--- src/rtl/led_pulse_stretch.sv ---
// Event-to-LED stretcher: each rising edge of i_evt becomes a fixed-length blink
// followed by a guaranteed dark gap; events arriving during a blink are queued.
module led_pulse_stretch #(
  parameter int ON_CYCLES  = 8,
  parameter int OFF_CYCLES = 4,
  parameter int PEND_MAX   = 3
) (
  input  logic                            clk,
  input  logic                            rst_n,
  input  logic                            i_evt,
  output logic                            o_led,
  output logic                            o_busy,
  output logic [$clog2(PEND_MAX+1)-1:0]   o_pend,
  output logic                            o_drop
);

  localparam int PW      = $clog2(PEND_MAX + 1);
  localparam int MAX_CYC = (ON_CYCLES > OFF_CYCLES) ? ON_CYCLES : OFF_CYCLES;
  localparam int CW      = $clog2(MAX_CYC + 1);

  localparam logic [CW-1:0] ON_LOAD   = CW'(ON_CYCLES - 1);
  localparam logic [CW-1:0] OFF_LOAD  = CW'(OFF_CYCLES - 1);
  localparam logic [CW-1:0] CNT_ONE   = CW'(1);
  localparam logic [PW-1:0] PEND_ONE  = PW'(1);
  localparam logic [PW-1:0] PEND_FULL = PW'(PEND_MAX);

  typedef enum logic [1:0] {
    IDLE = 2'd0,
    ON   = 2'd1,
    OFF  = 2'd2
  } state_t;

  state_t        state_q, state_d;
  logic [CW-1:0] cnt_q, cnt_d;
  logic [PW-1:0] pend_q, pend_d;
  logic          prev_evt_q;
  logic          led_q, busy_q, drop_q;
  logic          evt_edge, inc, dec, drop_d;

  assign evt_edge = i_evt & ~prev_evt_q;

  // The counter holds "cycles left minus one" in the current state, so zero marks the last cycle.
  always_comb begin
    state_d = state_q;
    cnt_d   = cnt_q;
    inc     = 1'b0;
    dec     = 1'b0;
    case (state_q)
      IDLE: begin
        if (evt_edge) begin
          state_d = ON;
          cnt_d   = ON_LOAD;
        end
      end
      ON: begin
        inc = evt_edge;
        if (cnt_q == '0) begin
          state_d = OFF;
          cnt_d   = OFF_LOAD;
        end else begin
          cnt_d = cnt_q - CNT_ONE;
        end
      end
      OFF: begin
        if (cnt_q == '0) begin
          if (pend_q != '0) begin
            dec     = 1'b1;
            inc     = evt_edge;
            state_d = ON;
            cnt_d   = ON_LOAD;
          end else if (evt_edge) begin
            state_d = ON;
            cnt_d   = ON_LOAD;
          end else begin
            state_d = IDLE;
          end
        end else begin
          inc   = evt_edge;
          cnt_d = cnt_q - CNT_ONE;
        end
      end
      default: begin
        state_d = IDLE;
        cnt_d   = '0;
      end
    endcase
  end

  // A simultaneous queue-and-replay cancels out, which also keeps a full queue from dropping.
  always_comb begin
    pend_d = pend_q;
    drop_d = 1'b0;
    if (inc && !dec) begin
      if (pend_q == PEND_FULL) begin
        drop_d = 1'b1;
      end else begin
        pend_d = pend_q + PEND_ONE;
      end
    end else if (dec && !inc) begin
      pend_d = pend_q - PEND_ONE;
    end
  end

  always_ff @(posedge clk or negedge rst_n) begin
    if (!rst_n) begin
      state_q    <= IDLE;
      cnt_q      <= '0;
      pend_q     <= '0;
      prev_evt_q <= 1'b0;
      led_q      <= 1'b0;
      busy_q     <= 1'b0;
      drop_q     <= 1'b0;
    end else begin
      state_q    <= state_d;
      cnt_q      <= cnt_d;
      pend_q     <= pend_d;
      prev_evt_q <= i_evt;
      led_q      <= (state_d == ON);
      busy_q     <= (state_d != IDLE);
      drop_q     <= drop_d;
    end
  end

  assign o_led  = led_q;
  assign o_busy = busy_q;
  assign o_pend = pend_q;
  assign o_drop = drop_q;

endmodule

--- config.mk ---
export PLATFORM = sky130hd
export DESIGN_NAME = led_pulse_stretch
export DESIGN_NICKNAME = d
export VERILOG_FILES = /design/src/rtl/led_pulse_stretch.sv
export SDC_FILE = /design/constraint.sdc
export NUM_CORES = 1
export LEC_CHECK = 0
export ABC_AREA = 1
export BUFFER_PORTS_ARGS = -buffer_cell sky130_fd_sc_hd__clkbuf_2
export CAP_MARGIN = 25
export CORE_AREA = 5 5 59 61
export DETAILED_ROUTE_END_ITERATION = 7
export DIE_AREA = 0 0 64 66
export PLACE_DENSITY_LB_ADDON = 0.05
export SETUP_SLACK_MARGIN = 0.3
export SLEW_MARGIN = 10
export SYNTH_ARGS = -nofsm -noshare
export SYNTH_HDL_FRONTEND = slang
export SYNTH_SLANG_ARGS = --single-unit
--- constraint.sdc ---
create_clock -name clk -period 3.28 [get_ports clk]
set_input_delay 0.328 -clock clk [delete_from_list [all_inputs] [get_ports clk]]
set_output_delay 0.328 -clock clk [all_outputs]
set_load 0.01 [all_outputs]
==> results.py <==
metrics = {
    "floorplanning": {
        "row_count": 20,
        "die-area_sq_mm": 0.00422,
        "die_w_microns": 64,
        "start_util_pct": 28.4,
        "ioPinCount": 8,
        "core-area_sq_mm": 0.00293,
        "die_h_microns": 66,
    },
    "timing": {
        "fin_crit_ns": 1.56,
        "rsz0062_at_grt": "no",
        "fin_hold_ws_ns": 0.184,
        "maxSlewHeadroom_pct": 76.8,
        "fin_skew_ns": 0.00389,
        "fin_tns_setup_ns": 0,
        "timing.fmax_mhz": 641,
        "tightest_slew_ns": 0.349,
        "hold_viol_final": 0,
        "drv_slew": 0,
        "post-route-period-util_pct": 47.5,
        "setup_violations": 0,
    },
    "run": {
        "maxCapViolCount": 0,
    },
    "power_and_ir_drop": {
        "ir_drop_mv": 0.384,
        "power_leakage_nw": 0.496,
        "power.switching_mw": 0.464,
        "sw_frac_of_total_pct": 50.4,
        "p_int_mw": 0.457,
        "power.share.sequential_pct": 30.7,
        "clkPwrFrac_pct": 10.3,
        "p_per_area_mw_per_mm2": 1000,
        "combinationalPowerShare_pct": 59.0,
    },
    "yosys": {
        "netlist_area_sq_um": 832,
        "yosys-top-cells-area": "dfrtp_1, nand2_1, ha_1",
        "synthDistinctLibCells": 22,
        "yosysWarningCount": 0,
        "ys_seq_elements": 12,
        "synth_top_area_cell": "dfrtp_1",
        "synth.net_count": 113,
        "synth_cells": 105,
        "ys_seq_area_share_pct": 36.1,
        "synth_top_area_share_pct": 36.1,
        "avgSynthCellArea_sq_um": 7.92,
    },
    "finish": {
        "nNetsFinal": 125,
        "n_fill_cell": 326,
        "finalNonFillerCells": 148,
        "drive_gt1_share_pct": 32.2,
        "final_area_sq_um": 921,
        "antenna_cells": 0,
        "area_delta_synth_final_pct": 10.7,
    },
    "setup_path": {
        "critPathSlowestCell": "dfrtp_1",
        "cpPeakStageDelay_ns": 0.43,
        "cp.arrival_ns": 1.73,
        "cp_max_fo": 8,
        "path_cells": "inv_1 > ha_1 > nand4_1 > o21ai_2 > nand2_2 > nand2_1 > nand2_1",
        "critPathCaptureType": "flop",
        "critical_path_class": "reg -> reg",
        "cp_common_cell": "nand2_1",
        "required_ns": 3.45,
        "start_kind": "flop",
    },
    "drt": {
        "drc": 0,
        "postRouteAntennaNets": 0,
        "via_per_inst": 4.47,
        "vias": 662,
        "avgRoutedWirePerCell_microns": 12.0,
        "firstDrtPassIters": 5,
        "drtIter0Drc": 7,
        "wl_microns": 1780,
    },
    "clock_network": {
        "htreeDepth": 1,
        "hold_buffers": 1,
        "clk_latency_ns": 0.27,
        "cts_setup_buffers": 0,
        "cts_tree": "done",
        "clock_path_buffers": 2,
        "clock_sinks": 12,
        "cts-buffers-inserted": 3,
        "ctsResizeCount": 0,
        "clk_pin_slew_ns": 0.08,
        "root_buffer": "clkbuf_4",
    },
    "min_path": {
        "min-delay-path-class": "in -> reg",
    },
    "outcome": {
        "status": "complete, no violations",
    },
    "global_routing": {
        "grt-ovfl-total": 0,
        "grt_pass1_wl_microns": 3210,
        "grt_pass1_vias": 728,
        "antenna_found_initial": 0,
        "track_usage_pct": 9.87,
        "grt_max_degree": 13,
    },
    "placed_design": {
        "dp_hpwl_microns": 1380,
        "dp_cells": 144,
        "gp_congestion": 0.744,
        "port-buffer-count": 7,
        "postPlaceCellArea_sq_um": 888,
    },
}
worst paths after layout:
| path | start | to | slack (ns) | cells after the start |
|---|---|---|---|---|
| setup / recovery | state_q[0] | o_pend[0] | 1.72 | 7 |
| hold / removal | i_evt | prev_evt_q | 0.18 | 1 |
| setup reg to reg | state_q[0] | o_pend[0] | 1.72 | 7 |
| hold reg to reg | cnt_q[0] | cnt_q[0] | 0.56 | 2 |
| max in group asynchronous | rst_n | cnt_q[3] | 2.56 | 2 |
| min in group asynchronous | rst_n | o_drop | 0.47 | 2 |
registers in the layout, summed over array words and instances (netlist names):
register	flops
cnt_q	4
o_pend	2
state_q	2
o_busy	1
o_drop	1
o_led	1
prev_evt_q	1
cell families after synthesis:
kind of cell | share of synthesized area (%)
adders and majority gates | 7.52
AOI/OAI and AO/OA | 5.56
and+or+nand+nor | 39.4
DFF | 36.1
buffers and inverters | 11.4
cell type report:
type / instances / area (sq um) / area share, %
sequential: 12 / 300 / 32.6
inverter: 20 / 75.1 / 8.15
timing repair buffer: 8 / 45.0 / 4.89
tap: 33 / 41.3 / 4.48
clock buffer: 3 / 22.5 / 2.45
multi-input combinational: 72 / 437 / 47.4
critical path: cells and delay by family (launching register included):
family / cells / cell delay (ns)
adder cells (fa/ha/maj): 1 / 0.37
AO/OA/AOI/OAI: 1 / 0.18
flip-flops: 1 / 0.43
AND/OR/NAND/NOR: 4 / 0.34
buffers and inverters: 1 / 0.12
power groups by stage:
| stage | Combinational [mW] | Clock (mW) | Sequential (mW) |
|---|---|---|---|
| after floorplan | 0.438 | 0 | 0.282 |
| after global placement | 0.556 | 0 | 0.286 |
| after detailed placement | 0.548 | 0 | 0.287 |
| after CTS | 0.553 | 0.0983 | 0.284 |
| after global routing | 0.618 | 0.108 | 0.297 |
| final | 0.544 | 0.0948 | 0.283 |
cell usage in the layout (no fill, tap or decap), drive strengths merged, types with 5 or more instances in the layout:
master	synthesis	layout
clkbuf	0	10
dfrtp	12	12
ha	5	5
inv	20	20
nand2	32	32
nand3	12	12
nor2	11	11
o21ai	5	5
per-layer routing:
metal  track usage (%)  vias to the layer above  wire [microns]
met2              16.3                        6             875
met3              2.04                        2              40
li1                  -                      349               -
met4              4.68                        0              17
met1              12.1                      305             844
met5                 0                        -               0
cells in the mapped netlist:
| library cell | number |
|---|---|
| nand2_1 | 21 |
| inv_1 | 14 |
| dfrtp_1 | 12 |
| nand2_2 | 9 |
| nand3_1 | 9 |
| nor2_1 | 7 |
| inv_2 | 6 |
| ha_1 | 5 |
| nand3_2 | 3 |
| o21ai_0 | 3 |
| a21oi_1 | 2 |
| nand2_4 | 2 |
| nor2_2 | 2 |
| nor2_4 | 2 |
| buf_12 | 1 |
| nand4_1 | 1 |
| nand4_2 | 1 |
| nor3_1 | 1 |
| nor3_2 | 1 |
| o211ai_1 | 1 |
| o21ai_1 | 1 |
| o21ai_2 | 1 |
metrics by stage:
stage	worst slack, ns	util [%]	total power [mW]
final	1.72	31.5	0.921
after global placement	1.69	30.3	0.841
after global routing	1.52	31.5	1.02
after floorplan	1.94	-	0.719
after detailed placement	1.70	30.3	0.834
after CTS	1.69	31.5	0.936
Power figures use the tool's default switching activity.
